## src/rtl/uart_tx_buffered.sv

```systemverilog
// Buffered UART transmitter: byte FIFO feeding an 8N1 serialiser (8E1 when
// UART_TX_PARITY_EN is defined), with back-to-back frames and no idle gap.
module uart_tx_buffered #(
    parameter int unsigned CLKS_PER_BIT = 10417,
    parameter int unsigned FIFO_DEPTH   = 16,
    parameter int unsigned ADDR_W       = 4
) (
    input  logic              clk,
    input  logic              reset,
    input  logic              wr_en,
    input  logic [7:0]        wr_data,
    output logic              full,
    output logic              empty,
    output logic [ADDR_W:0]   count,
    output logic              tx_line,
    output logic              tx_active,
    output logic              tx_done
);

    localparam int unsigned PTR_W  = ADDR_W + 1;
    localparam int unsigned BAUD_W = (CLKS_PER_BIT > 1) ? $clog2(CLKS_PER_BIT) : 1;
    localparam logic [BAUD_W-1:0] BAUD_LAST = BAUD_W'(CLKS_PER_BIT - 1);

`ifdef UART_TX_PARITY_EN
    typedef enum logic [2:0] {IDLE, START, DATA, PARITY, STOP} state_t;
`else
    typedef enum logic [1:0] {IDLE, START, DATA, STOP} state_t;
`endif

    state_t              state_q, state_d;
    logic [BAUD_W-1:0]   baud_q, baud_d;
    logic [2:0]          bit_idx_q, bit_idx_d;
    logic [7:0]          data_q, data_d;
    logic [PTR_W-1:0]    wr_ptr_q, wr_ptr_d;
    logic [PTR_W-1:0]    rd_ptr_q, rd_ptr_d;
    logic [PTR_W-1:0]    count_q, count_d;
    logic                full_q, full_d;
    logic                empty_q, empty_d;
    logic                tx_line_q, tx_line_d;
    logic                tx_active_q, tx_active_d;
    logic                tx_done_q, tx_done_d;
    logic [7:0]          mem_q [FIFO_DEPTH];
    logic                push_c;
    logic                pop_c;
    logic                bit_end_c;
    logic [7:0]          head_c;

    assign push_c    = wr_en && !full_q;
    assign bit_end_c = (baud_q == BAUD_LAST);
    assign head_c    = mem_q[rd_ptr_q[ADDR_W-1:0]];

    // FIFO pointer bookkeeping; the extra MSB separates full from empty
    always_comb begin
        wr_ptr_d = push_c ? wr_ptr_q + PTR_W'(1) : wr_ptr_q;
        rd_ptr_d = pop_c  ? rd_ptr_q + PTR_W'(1) : rd_ptr_q;
        count_d  = wr_ptr_d - rd_ptr_d;
        empty_d  = (wr_ptr_d == rd_ptr_d);
        full_d   = (wr_ptr_d[ADDR_W] != rd_ptr_d[ADDR_W]) &&
                   (wr_ptr_d[ADDR_W-1:0] == rd_ptr_d[ADDR_W-1:0]);
    end

    // Frame sequencer; outputs are decoded from the next state and registered
    always_comb begin
        state_d   = state_q;
        baud_d    = baud_q;
        bit_idx_d = bit_idx_q;
        data_d    = data_q;
        pop_c     = 1'b0;

        if (state_q != IDLE) begin
            baud_d = bit_end_c ? '0 : baud_q + BAUD_W'(1);
        end

        case (state_q)
            IDLE: begin
                if (!empty_q) begin
                    pop_c     = 1'b1;
                    data_d    = head_c;
                    bit_idx_d = '0;
                    baud_d    = '0;
                    state_d   = START;
                end
            end
            START: begin
                if (bit_end_c) state_d = DATA;
            end
            DATA: begin
                if (bit_end_c) begin
                    if (bit_idx_q == 3'd7) begin
`ifdef UART_TX_PARITY_EN
                        state_d = PARITY;
`else
                        state_d = STOP;
`endif
                    end else begin
                        bit_idx_d = bit_idx_q + 3'd1;
                    end
                end
            end
`ifdef UART_TX_PARITY_EN
            PARITY: begin
                if (bit_end_c) state_d = STOP;
            end
`endif
            STOP: begin
                if (bit_end_c) begin
                    if (!empty_q) begin
                        pop_c     = 1'b1;
                        data_d    = head_c;
                        bit_idx_d = '0;
                        state_d   = START;
                    end else begin
                        state_d = IDLE;
                    end
                end
            end
            default: state_d = IDLE;
        endcase

        tx_line_d = 1'b1;
        case (state_d)
            START:   tx_line_d = 1'b0;
            DATA:    tx_line_d = data_d[bit_idx_d];
`ifdef UART_TX_PARITY_EN
            PARITY:  tx_line_d = ^data_d;
`endif
            default: tx_line_d = 1'b1;
        endcase
        tx_active_d = (state_d != IDLE);
        tx_done_d   = (state_d == STOP) && (baud_d == BAUD_LAST);
    end

    always_ff @(posedge clk) begin
        if (reset) begin
            state_q     <= IDLE;
            baud_q      <= '0;
            bit_idx_q   <= '0;
            data_q      <= '0;
            wr_ptr_q    <= '0;
            rd_ptr_q    <= '0;
            count_q     <= '0;
            full_q      <= 1'b0;
            empty_q     <= 1'b1;
            tx_line_q   <= 1'b1;
            tx_active_q <= 1'b0;
            tx_done_q   <= 1'b0;
        end else begin
            state_q     <= state_d;
            baud_q      <= baud_d;
            bit_idx_q   <= bit_idx_d;
            data_q      <= data_d;
            wr_ptr_q    <= wr_ptr_d;
            rd_ptr_q    <= rd_ptr_d;
            count_q     <= count_d;
            full_q      <= full_d;
            empty_q     <= empty_d;
            tx_line_q   <= tx_line_d;
            tx_active_q <= tx_active_d;
            tx_done_q   <= tx_done_d;
        end
    end

    // Storage needs no reset: pointers define which entries are valid
    always_ff @(posedge clk) begin
        if (push_c && !reset) begin
            mem_q[wr_ptr_q[ADDR_W-1:0]] <= wr_data;
        end
    end

    assign full      = full_q;
    assign empty     = empty_q;
    assign count     = count_q;
    assign tx_line   = tx_line_q;
    assign tx_active = tx_active_q;
    assign tx_done   = tx_done_q;

endmodule
```

## config.mk

```make
export PLATFORM = sky130hd
export DESIGN_NAME = uart_tx_buffered
export DESIGN_NICKNAME = d
export VERILOG_FILES = /design/src/rtl/uart_tx_buffered.sv
export SDC_FILE = /design/constraint.sdc
export NUM_CORES = 1
export LEC_CHECK = 0
export BUFFER_PORTS_ARGS = -buffer_cell sky130_fd_sc_hd__buf_4
export CAP_MARGIN = 20
export CELL_PAD_IN_SITES_DETAIL_PLACEMENT = 1
export CELL_PAD_IN_SITES_GLOBAL_PLACEMENT = 1
export CORE_MARGIN = 3
export CORE_UTILIZATION = 45
export DETAILED_ROUTE_END_ITERATION = 12
export PLACE_DENSITY = 0.76
export SYNTH_ARGS = -nofsm -noshare
export SYNTH_HDL_FRONTEND = slang
export SYNTH_SLANG_ARGS = --single-unit
```

## constraint.sdc

```tcl
create_clock -name clk -period 3.3 [get_ports clk]
set_input_delay 0.33 -clock clk [delete_from_list [all_inputs] [get_ports clk]]
set_output_delay 0.33 -clock clk [all_outputs]
set_load 0.1 [all_outputs]
```

==> key figures, run 1 <==
Outcome
  – Status: completed

Floorplan
  – DIE AREA: about 18,000 µm²
  – Die width: 136 µm
  – Core Footprint: 16,200 µm²
  – IO Count: 21
  – Starting Density: 46.9%
  – Die Y: around 140 µm
  – Row count: 46

Critical path
  – CP cell instances: inv_1 > ha_4 > nand4b_1 > or4_4 > a21oi_4 > xor2_2 > ha_1 > inv_1 > ha_1 > a21oi_2 > o21ai_1 > a2111o_1 > o21ai_0
  – Max FO, Critical Path: 5
  – CP startpoint kind: flip-flop
  – CP max stage delay: roughly 470 ps
  – CP Depth: 13
  – Critical-path top delay cell: or4_4
  – Worst R2R Path Depth: 13
  – CP Data Arrival Time: 3450 ps
  – Crit Path Category: reg -> reg
  – CP Data Required Time: 3650 ps
  – CP top delay family: compound AO/OA/AOI/OAI gates
  – Worst setup EP type: flip-flop
  – CP Buf/Inv Count: 2

Clocking
  – CTS Buf Count: 17
  – CTS tree: done
  – Clock sink count: 175
  – Clock-pin slew on the worst setup and hold paths: 70 ps
  – Htree depth: 4
  – Clock Latency Late Sink: 430 ps
  – Root Driver: clkbuf_16
  – Max clock buf depth: 2

Power
  – Leak: 2.91 nW
  – Total power: 6.15 mW
  – Peak supply drop: 0.380 mV
  – Pwr dens: approximately 710 nW/µm²

Synthesis
  – Mapped Area: about 7600 µm²
  – Main synth FF type: edfxtp_1
  – Area share of the largest cell type after synthesis: 50.7%
  – Register area share after synthesis: 63.1%
  – Syn Inst Count: between 500 and 600
  – Post-synth EDFFs: around 130
  – Post-synth cell types: 56
  – Largest cells by area after synthesis: edfxtp_1, dfxtp_1, mux4_2
  – Count leader, synth: edfxtp_1
  – Yosys reg bits: 175
  – Mean Syn Cell Area: 13.6 µm²
  – Synth cell count leaders: edfxtp_1, nor2_1, dfxtp_1, nand2_1, mux4_2
  – Warnings, synthesis: 0
  – Biggest area consumer among synthesized cells: edfxtp_1
  – Synthesized Nets: 585
  – Asr flop ratio synth: 0%

Detailed routing
  – Final ANT Viol Nets: 0
  – DRC errors left: 0
  – Pre-Repair DR Iteration Count: 5
  – Routed vias/inst: about 5.7
  – DRT Wirelength: 18.4 mm
  – Avg WL per Cell: 22.3 µm
  – Iter 0 DRT Violations: 358
  – Total number of vias: roughly 4,700

Global routing
  – GRT Total Usage: a little over a fifth
  – Vias in the first global route: just over 5,000
  – Initial antenna violation count: 0
  – Pin count of the biggest net entering global routing: 40
  – GRT Residual Overflow: 0
  – First-pass GRT wire length: 29.6 mm

Placed design
  – Placed cell count: between 700 and 800
  – Routability cong.: around 0.80
  – Detailed placer's ending HPWL: ~13 mm
  – IO buf count: 20

Layout
  – Final #Nets: between 600 and 700
  – Antenna cells: 0
  – Area Overhead vs Synth: 14.7%
  – Layout cells sized above 1: 20.3%
  – Final Non-Filler Cells: 822

Flow run
  – MaxCap Viol Count: 0

Timing
  – Final hold vios: 0
  – Min Tclk post-route: slightly above 3000 ps
  – Fin Clk Skew: a little over 9 ps
  – Final period utilization: 93.9%
  – Max-slew violations: 0
  – RSZ-0062 raised after global routing: false
  – Slew @ Worst Pin: 843 ps
  – Slew HR: 43.6%
  – Final Setup Violations: 0
  – Fmax: 323 MHz
  – Setup Total Neg Slack: 0 ps

Worst hold path
  – Hold WC Path Type: in -> reg
  – Hold Path Stages: 1
==> where the power goes <==
part	internal (mW)	switching, mW	total [mW]
clock network	1.00	0.936	1.94
logic	0.636	1.03	1.66
registers	2.46	0.0963	2.55
==> routing by layer <==
layer  track usage, %  up-vias  wire length [µm]
met3             4.15       22               631
li1                 -     2179                 -
met5                0        -                 0
met2             37.8      107              9690
met1             26.9     2412              7740
met4             7.33        0               311
==> cell families after synthesis <==
| group | count (synthesis) | synth area share (%) |
|---|---|---|
| XOR/XNOR | 17 | 1.96 |
| flip-flops | 175 | 63.1 |
| multiplexers | 51 | 11.1 |
| buffers and inverters | 40 | 2.06 |
| AO/OA/AOI/OAI | 85 | 7.52 |
| adder cells (fa/ha/maj) | 18 | 2.94 |
| AND/OR/NAND/NOR | 172 | 11.3 |
==> layout by cell type (no fill, tap or decap), types with 6 or more instances in the layout <==
| cell type | count |
|---|---|
| clkbuf_16 | 17 |
| nand2_1 | 36 |
| xnor2_1 | 12 |
| mux2i_1 | 18 |
| nor2_1 | 59 |
| nor3_1 | 10 |
| dfxtp_1 | 43 |
| nor2b_1 | 7 |
| mux2_2 | 6 |
| ha_1 | 15 |
| mux4_2 | 26 |
| nand3_1 | 7 |
| o21ai_0 | 18 |
| and3_1 | 9 |
| a22oi_1 | 9 |
| and2_1 | 10 |
| buf_4 | 44 |
| a21oi_1 | 20 |
| edfxtp_1 | 128 |
| inv_1 | 11 |
==> area by class of cell <==
type / instances / area, µm²
fill: 1585 / 7470
sequential: 175 / 4790
clock buffer: 17 / 425
tap: 216 / 270
clock inverter: 15 / 143
timing repair buffer: 45 / 350
inverter: 11 / 41.3
multi-input combinational: 343 / 2680
==> state kept, by name, summed over array words and instances (netlist names) <==
signal and count:
mem_q 128, state_q 2, rd_ptr_q 5, bit_idx_q 3, empty 1, tx_done 1
tx_active 1, full 1, wr_ptr_q 5, count 5, data_q 8, baud_q 14
tx_line 1
==> worst paths after layout <==
kind | from | end | slack (ps)
setup / recovery | state_q[1] | count[4] | 200
hold / removal | wr_data[7] | mem_q[2][7] | 220
setup reg to reg | state_q[1] | count[4] | 200
hold reg to reg | data_q[7] | data_q[7] | 530
==> what timing repair did <==
| action | 4_1_cts | 5_1_grt |
|---|---|---|
| buffers inserted | 0 | 1 |
| endpoints found under the setup margin | 1 | 2 |
| hold buffers | 0 | 0 |
| pin swaps | 0 | 2 |
| resized for setup | 1 | 6 |
==> metrics by stage <==
step / setup WS (ps) / hold WS, ps / utilization [%] / area, µm²
6_report: 202 / 220 / 53.8 / 8700
5_1_grt: 6.17 / 228 / 53.8 / 8700
4_1_cts: 12.5 / 202 / 53.5 / 8660
3_5_place_dp: -29.8 / 513 / 50.0 / 8090
3_3_place_gp: 228 / 474 / 50.0 / 8090
2_1_floorplan: 181 / 414 / - / 7590
Power figures use the tool's default switching activity.
==> run 2, diff against run 1 <==
--- a/config.mk
+++ b/config.mk
@@ -10,9 +10,9 @@
 export CELL_PAD_IN_SITES_DETAIL_PLACEMENT = 1
 export CELL_PAD_IN_SITES_GLOBAL_PLACEMENT = 1
 export CORE_MARGIN = 3
-export CORE_UTILIZATION = 45
+export CORE_UTILIZATION = 35
 export DETAILED_ROUTE_END_ITERATION = 12
-export PLACE_DENSITY = 0.76
+export PLACE_DENSITY = 0.62
 export SYNTH_ARGS = -nofsm -noshare
 export SYNTH_HDL_FRONTEND = slang
 export SYNTH_SLANG_ARGS = --single-unit
==> run 2 against run 1 <==
Effect of this change: wire length shrank 2.8%; combinational power hardly changed; sequential share of layout area shrank 0.55 points; largest power group unchanged.
==> key figures, run 2 (synthesized netlist as in run 1, its figures left out) <==
Outcome
  – Status: completed

Clocking
  – Clock Latency Late Sink: 430 ps (about the same)
  – Hold_buf cts: 0 (unchanged)
  – CTS Buf Count: 17 (unchanged)
  – CTS tree: done
  – Htree depth: 4 (unchanged)
  – Clock sink count: 175 (unchanged)
  – Max clock buf depth: 2 (unchanged)
  – Clock-pin slew on the worst setup and hold paths: 70 ps (about the same)
  – Root Driver: clkbuf_16

Detailed routing
  – Final ANT Viol Nets: 0 (unchanged)
  – Routed vias/inst: 5.27 (-8.2%)
  – Iter 0 DRT Violations: 238 (-34%)
  – Total number of vias: 4,661 (-1.3%)
  – Avg WL per Cell: 20.2 µm (-9.6%)
  – DRT Wirelength: 17.9 mm (-2.8%)
  – DRC errors left: 0 (unchanged)
  – Pre-Repair DR Iteration Count: 5 (unchanged)

Layout
  – Area Overhead vs Synth: 15.8%
  – Final Core Density: 41.5% (-12 points)
  – Final #Nets: 623 (+0.48%)
  – Design Area, Final: 8790 µm² (+0.96%)
  – Most frequent cells in the layout: edfxtp_1, nor2_1, buf_4, dfxtp_1, nand2_1
  – Fill cells: 2,171 (+37%)
  – Layout cells sized above 1: 20.4% (+0.064 points)
  – Leading cell type in the layout, fill and taps excluded: edfxtp_1
  – Antenna cells: 0 (unchanged)
  – Flip-flop count of the largest register after layout: 128 (unchanged)

Placed design
  – Detailed placer's ending HPWL: 12.6 mm (about the same)
  – IO buf count: 20 (unchanged)
  – Placement Cell Area: 8170 µm² (+1.0%)
  – Routability cong.: 0.802 (+0.41%)

Worst hold path
  – Min-delay src: wr_data[7]
  – Hold Path Stages: 1 (unchanged)
  – Worst Hold Path EP: mem_q[8][7]
  – Hold WC Path Type: in -> reg

Global routing
  – Vias in the first global route: 4,932 (-3.8%)
  – First-pass GRT wire length: 28.7 mm (-3.0%)
  – Pin count of the biggest net entering global routing: 40 (unchanged)
  – GRT Residual Overflow: 0 (unchanged)
  – Initial antenna violation count: 0 (unchanged)
  – GRT Total Usage: 15.9% (-5.7 points)

Timing
  – Slew @ Worst Pin: 888 ps (+44.8 ps)
  – Final hold vios: 0 (unchanged)
  – Min Tclk post-route: 3150 ps (+55.8 ps)
  – Final period utilization: 95.6% (+1.7 points)
  – Fmax: 317 MHz (-1.8%)
  – Max-slew violations: 0 (unchanged)
  – Fin Clk Skew: 13.5 ps (+4.42 ps)
  – Slew HR: 40.6% (-3.0 points)
  – Final Setup Violations: 0 (unchanged)

Floorplan
  – Row count: 53 (+15%)
  – Die Y: 153 µm (+13%)
  – Die width: 153 µm (+13%)
  – Starting Density: 35.9% (-11 points)
  – DIE AREA: 23,500 µm² (+27%)
  – Core Footprint: 21,200 µm² (+31%)
  – IO Count: 21 (unchanged)

Power
  – Peak supply drop: 0.368 mV (-3.2%)
  – Leak: 2.93 nW (+0.82%)
  – Pwr dens: 705 nW/µm² (-0.39%)
  – Total power: 6.19 mW (+0.57%)

Critical path
  – CP startpoint kind: flip-flop
  – Crit Reg-Reg Endpoint: count[4]
  – CP Data Required Time: 3650 ps (about the same)
  – CP Data Arrival Time: 3500 ps (+50 ps)
  – Worst reg2reg path startpoint: state_q[0]
  – Reg2reg setup slack: 150 ps (-60 ps)
  – Worst setup EP type: flip-flop
  – Worst R2R Path Depth: 12 (-1)
  – Crit Path Category: reg -> reg
  – Max FO, Critical Path: 4 (-1)

Flow run
  – MaxCap Viol Count: 0 (unchanged)
==> run 2: cell types whose count changed in the layout (fill, tap and decap cells not counted), moves of 2 or more <==
cell | before | now
dfxtp_2 | 4 | 2
inv_8 | 4 | 6
clkinv_2 | 0 | 2
buf_4 | 44 | 48
dfxtp_1 | 43 | 45
inv_6 | 5 | 2
==> run 2: worst max-delay path, stage by stage (launching register included) <==
cell	delay, ps
dfxtp_1	400
inv_1	110
ha_1	320
nand4b_1	170
or4_4	470
a21oi_4	220
mux2i_2	280
xnor2_1	130
ha_1	240
a21oi_2	150
o21ai_1	110
a2111o_1	400
o21ai_0	80
==> run 2: cell type report <==
cell class	count	area (µm²)	area share [%]
Clock buffer	17	425	4.84
Clock inverter	15	166	1.89
Inverter	11	41.3	0.470
Multi-Input combinational cell	343	2660	30.3
Sequential cell	175	4790	54.5
Tap cell	275	344	3.92
Timing Repair Buffer	48	360	4.10
==> run 2: routing by layer <==
metal | vias to the layer above | part of all wire [%] | global-route usage, % | wire [µm]
met5 | - | 0 | 0 | 0
met4 | 0 | 0.51 | 4.07 | 91
met3 | 6 | 4.3 | 3.23 | 776
met2 | 83 | 50 | 26.4 | 8920
met1 | 2378 | 45 | 21.5 | 8080
li1 | 2194 | - | - | -
==> run 2: worst max path at each step <==
| stage | startpoint | endpoint | slack [ps] | cells past startpoint |
|---|---|---|---|---|
| final | state_q[0] | count[4] | 150 | 12 |
| after global routing | state_q[0] | count[4] | -30 | 12 |
| after CTS | state_q[0] | count[4] | 120 | 12 |
| after detailed placement | baud_q[0] | count[4] | 140 | 12 |
| after global placement | state_q[0] | count[4] | 260 | 12 |
| after floorplan | state_q[0] | count[4] | 180 | 12 |
==> run 2: what timing repair did <==
action / in CTS / in global routing
endpoints found under the setup margin: 0 / 1
buffers inserted: 0 / 1
resized for setup: 0 / 3
==> run 2: per-stage QoR <==
step | cells | setup WS, ps | TNS [ps] | hold slack (ps)
2_1_floorplan | 558 | 181 | 0 | 414
3_3_place_gp | 851 | 262 | 0 | 467
3_5_place_dp | 851 | 139 | 0 | 493
4_1_cts | 883 | 120 | 0 | 209
5_1_grt | 884 | -27.7 | -27.7 | 228
6_report | 884 | 146 | 0 | 219
==> run 2: power breakdown <==
part / switching (mW) / leakage, nW / internal (mW)
clock: 0.929 / 0.292 / 1.08
combinational: 1.03 / 1.11 / 0.625
sequential: 0.0751 / 1.54 / 2.46
total: 2.03 / 2.93 / 4.16
==> run 3, diff against run 2 <==
--- a/config.mk
+++ b/config.mk
@@ -12,6 +12,7 @@
 export CORE_MARGIN = 3
 export CORE_UTILIZATION = 35
 export DETAILED_ROUTE_END_ITERATION = 12
+export GPL_TIMING_DRIVEN = 0
 export PLACE_DENSITY = 0.62
 export SYNTH_ARGS = -nofsm -noshare
 export SYNTH_HDL_FRONTEND = slang
==> run 3 against run 2 <==
Effect of this change: sequential power barely moved; critical path type unchanged; utilization increased by 0.11 points; maximum frequency fell by 1.5%; cell count grew 0.34%; first-iteration DRC count fell by 0.84%; power is 2.5% higher; sequential cell count did not move; register-to-register slack worse by 50 ps; clock skew is 2.2 ps lower; via count grew 1.4%; sequential share of layout area fell by 0.15 points; wire length up 3.5%; critical endpoint unchanged.
==> key figures, run 3 (synthesized netlist as in run 1, its figures left out) <==
Timing
  – Final hold vios: 0 (unchanged)
  – Slew @ Worst Pin: 934 ps (+45.7 ps)
  – Fin Clk Skew: 11.3 ps (-2.20 ps)
  – RSZ-0062 raised after global routing: false
  – Fmax: 312 MHz (-1.5%)
  – Max-slew violations: 0 (unchanged)
  – Final Setup Violations: 0 (unchanged)
  – Min Tclk post-route: 3200 ps (+47.0 ps)
  – Fin Hold WS: 117 ps (-102 ps)
  – Final period utilization: 97.0% (+1.4 points)
  – Slew HR: 37.4% (-3.2 points)

Detailed routing
  – Iter 0 DRT Violations: 236 (-0.84%)
  – DRC errors left: 0 (unchanged)
  – Pre-Repair DR Iteration Count: 4 (-1)
  – Routed vias/inst: 5.33 (+1.1%)
  – DRT Wirelength: 18.5 mm (+3.5%)
  – Avg WL per Cell: 20.8 µm (+3.1%)
  – Final ANT Viol Nets: 0 (unchanged)
  – Total number of vias: 4,728 (+1.4%)

Critical path
  – Max FO, Critical Path: 6 (+2)
  – Cell mode on critical path: ha_1
  – CP Data Arrival Time: 3540 ps (+40 ps)
  – CP cell instances: inv_1 > ha_1 > nand4bb_1 > or4_4 > a21oi_4 > mux2i_4 > xnor2_2 > ha_1 > a21oi_2 > o21ai_1 > a2111o_1 > o21ai_0
  – CP Buf/Inv Count: 1 (unchanged)
  – CP startpoint kind: flip-flop
  – CP max stage delay: 610 ps (+140 ps)
  – Crit Path Category: reg -> reg
  – Critical-path top delay cell: or4_4
  – CP Data Required Time: 3640 ps (about the same)
  – Worst setup EP type: flip-flop
  – CP top delay family: compound AO/OA/AOI/OAI gates

Layout
  – Fill cells: 2,194 (+1.1%)
  – Flip-flop count of the largest register after layout: 128 (unchanged)
  – Layout cells sized above 1: 18.6% (-1.7 points)
  – Antenna cells: 0 (unchanged)
  – Final Non-Filler Cells: 887 (+0.34%)
  – Area Overhead vs Synth: 16.1%
  – Most frequent cells in the layout: edfxtp_1, nor2_1, dfxtp_1, nand2_1, mux4_2
  – Leading cell type in the layout, fill and taps excluded: edfxtp_1
  – Final #Nets: 626 (+0.48%)

Power
  – Pwr dens: 720 nW/µm² (+2.2%)
  – Leak: 2.91 nW (-0.77%)
  – Peak supply drop: 0.362 mV (-1.5%)
  – Total power: 6.35 mW (+2.5%)

Floorplan
  – DIE AREA: 23,500 µm² (unchanged)
  – Starting Density: 35.9% (unchanged)
  – Row count: 53 (unchanged)
  – Die width: 153 µm (unchanged)
  – IO Count: 21 (unchanged)
  – Core Footprint: 21,200 µm² (unchanged)
  – Die Y: 153 µm (unchanged)

Clocking
  – Clock sink count: 175 (unchanged)
  – Max clock buf depth: 2 (unchanged)
  – CTS tree: done
  – Clock-pin slew on the worst setup and hold paths: 80 ps (about the same)
  – Root Driver: clkbuf_16
  – CTS Buf Count: 17 (unchanged)
  – Htree depth: 4 (unchanged)
  – Clock Latency Late Sink: 430 ps (about the same)

Flow run
  – MaxCap Viol Count: 0 (unchanged)

Global routing
  – GRT Total Usage: 16.2% (+0.29 points)
  – Vias in the first global route: 5,060 (+2.6%)
  – First-pass GRT wire length: 29.1 mm (+1.2%)
  – Initial antenna violation count: 0 (unchanged)
  – Pin count of the biggest net entering global routing: 20 (-50%)
  – GRT Residual Overflow: 0 (unchanged)

Worst hold path
  – Hold WC Path Type: in -> reg

Placed design
  – Placed cell count: 853 (+0.24%)
  – Detailed placer's ending HPWL: 12.9 mm (+2.6%)
  – IO buf count: 20 (unchanged)
  – Routability cong.: 0.815 (+1.6%)

Outcome
  – Status: completed
==> run 3: where the power goes <==
part           internal [mW]  switching [mW]  leakage [nW]
combinational          0.612            1.09          1.07
clock                   1.17           0.961         0.308
sequential              2.45          0.0529          1.54
total                   4.24            2.11          2.91
==> run 3: layer usage <==
metal / GRT usage, % / routed length (µm) / up-vias
met2: 27.4 / 9250 / 67
met4: 5.35 / 309 / 0
met3: 2.86 / 643 / 19
met1: 21.1 / 8280 / 2440
li1: - / - / 2202
met5: 0 / 0 / -
==> run 3: final timing paths <==
check / slack, ps / startpoint / cells past startpoint / end
worst min register to register: 510 / data_q[4] / 2 / data_q[4]
worst max-delay path: 100 / baud_q[0] / 12 / count[4]
worst max register to register: 100 / baud_q[0] / 12 / count[4]
worst min-delay path: 120 / reset / 2 / baud_q[4]
==> run 3: per-stage QoR <==
step,utilization [%],area [µm²],worst slack [ps],setup TNS (ps)
6_report,41.6,8810,98.7,0
5_1_grt,41.6,8810,19.5,0
4_1_cts,41.5,8780,4.77,0
3_5_place_dp,38.3,8100,-388,-788
3_3_place_gp,38.2,8080,-265,-512
2_1_floorplan,-,7590,181,0
==> run 3: what timing repair did <==
action / in CTS / in global routing
resized for setup: 6 / 9
setup buffers: 2 / 0
hold buffers: 0 / 0
pin swaps: 1 / 2
endpoints found under the setup margin: 5 / 3
endpoints found under the hold margin: 0 / 0
==> run 3: cell type report <==
class                   instances  area (µm²)  share of cell area [%]
repair buffers                 22         165                    1.87
multi-input cells             343        2710                    30.8
clock inverters                15         213                    2.41
plain buffers                  29         120                    1.36
well taps                     275         344                    3.91
clock buffers                  17         425                    4.83
inverters                      11        41.3                   0.469
flip-flops and latches        175        4790                    54.3
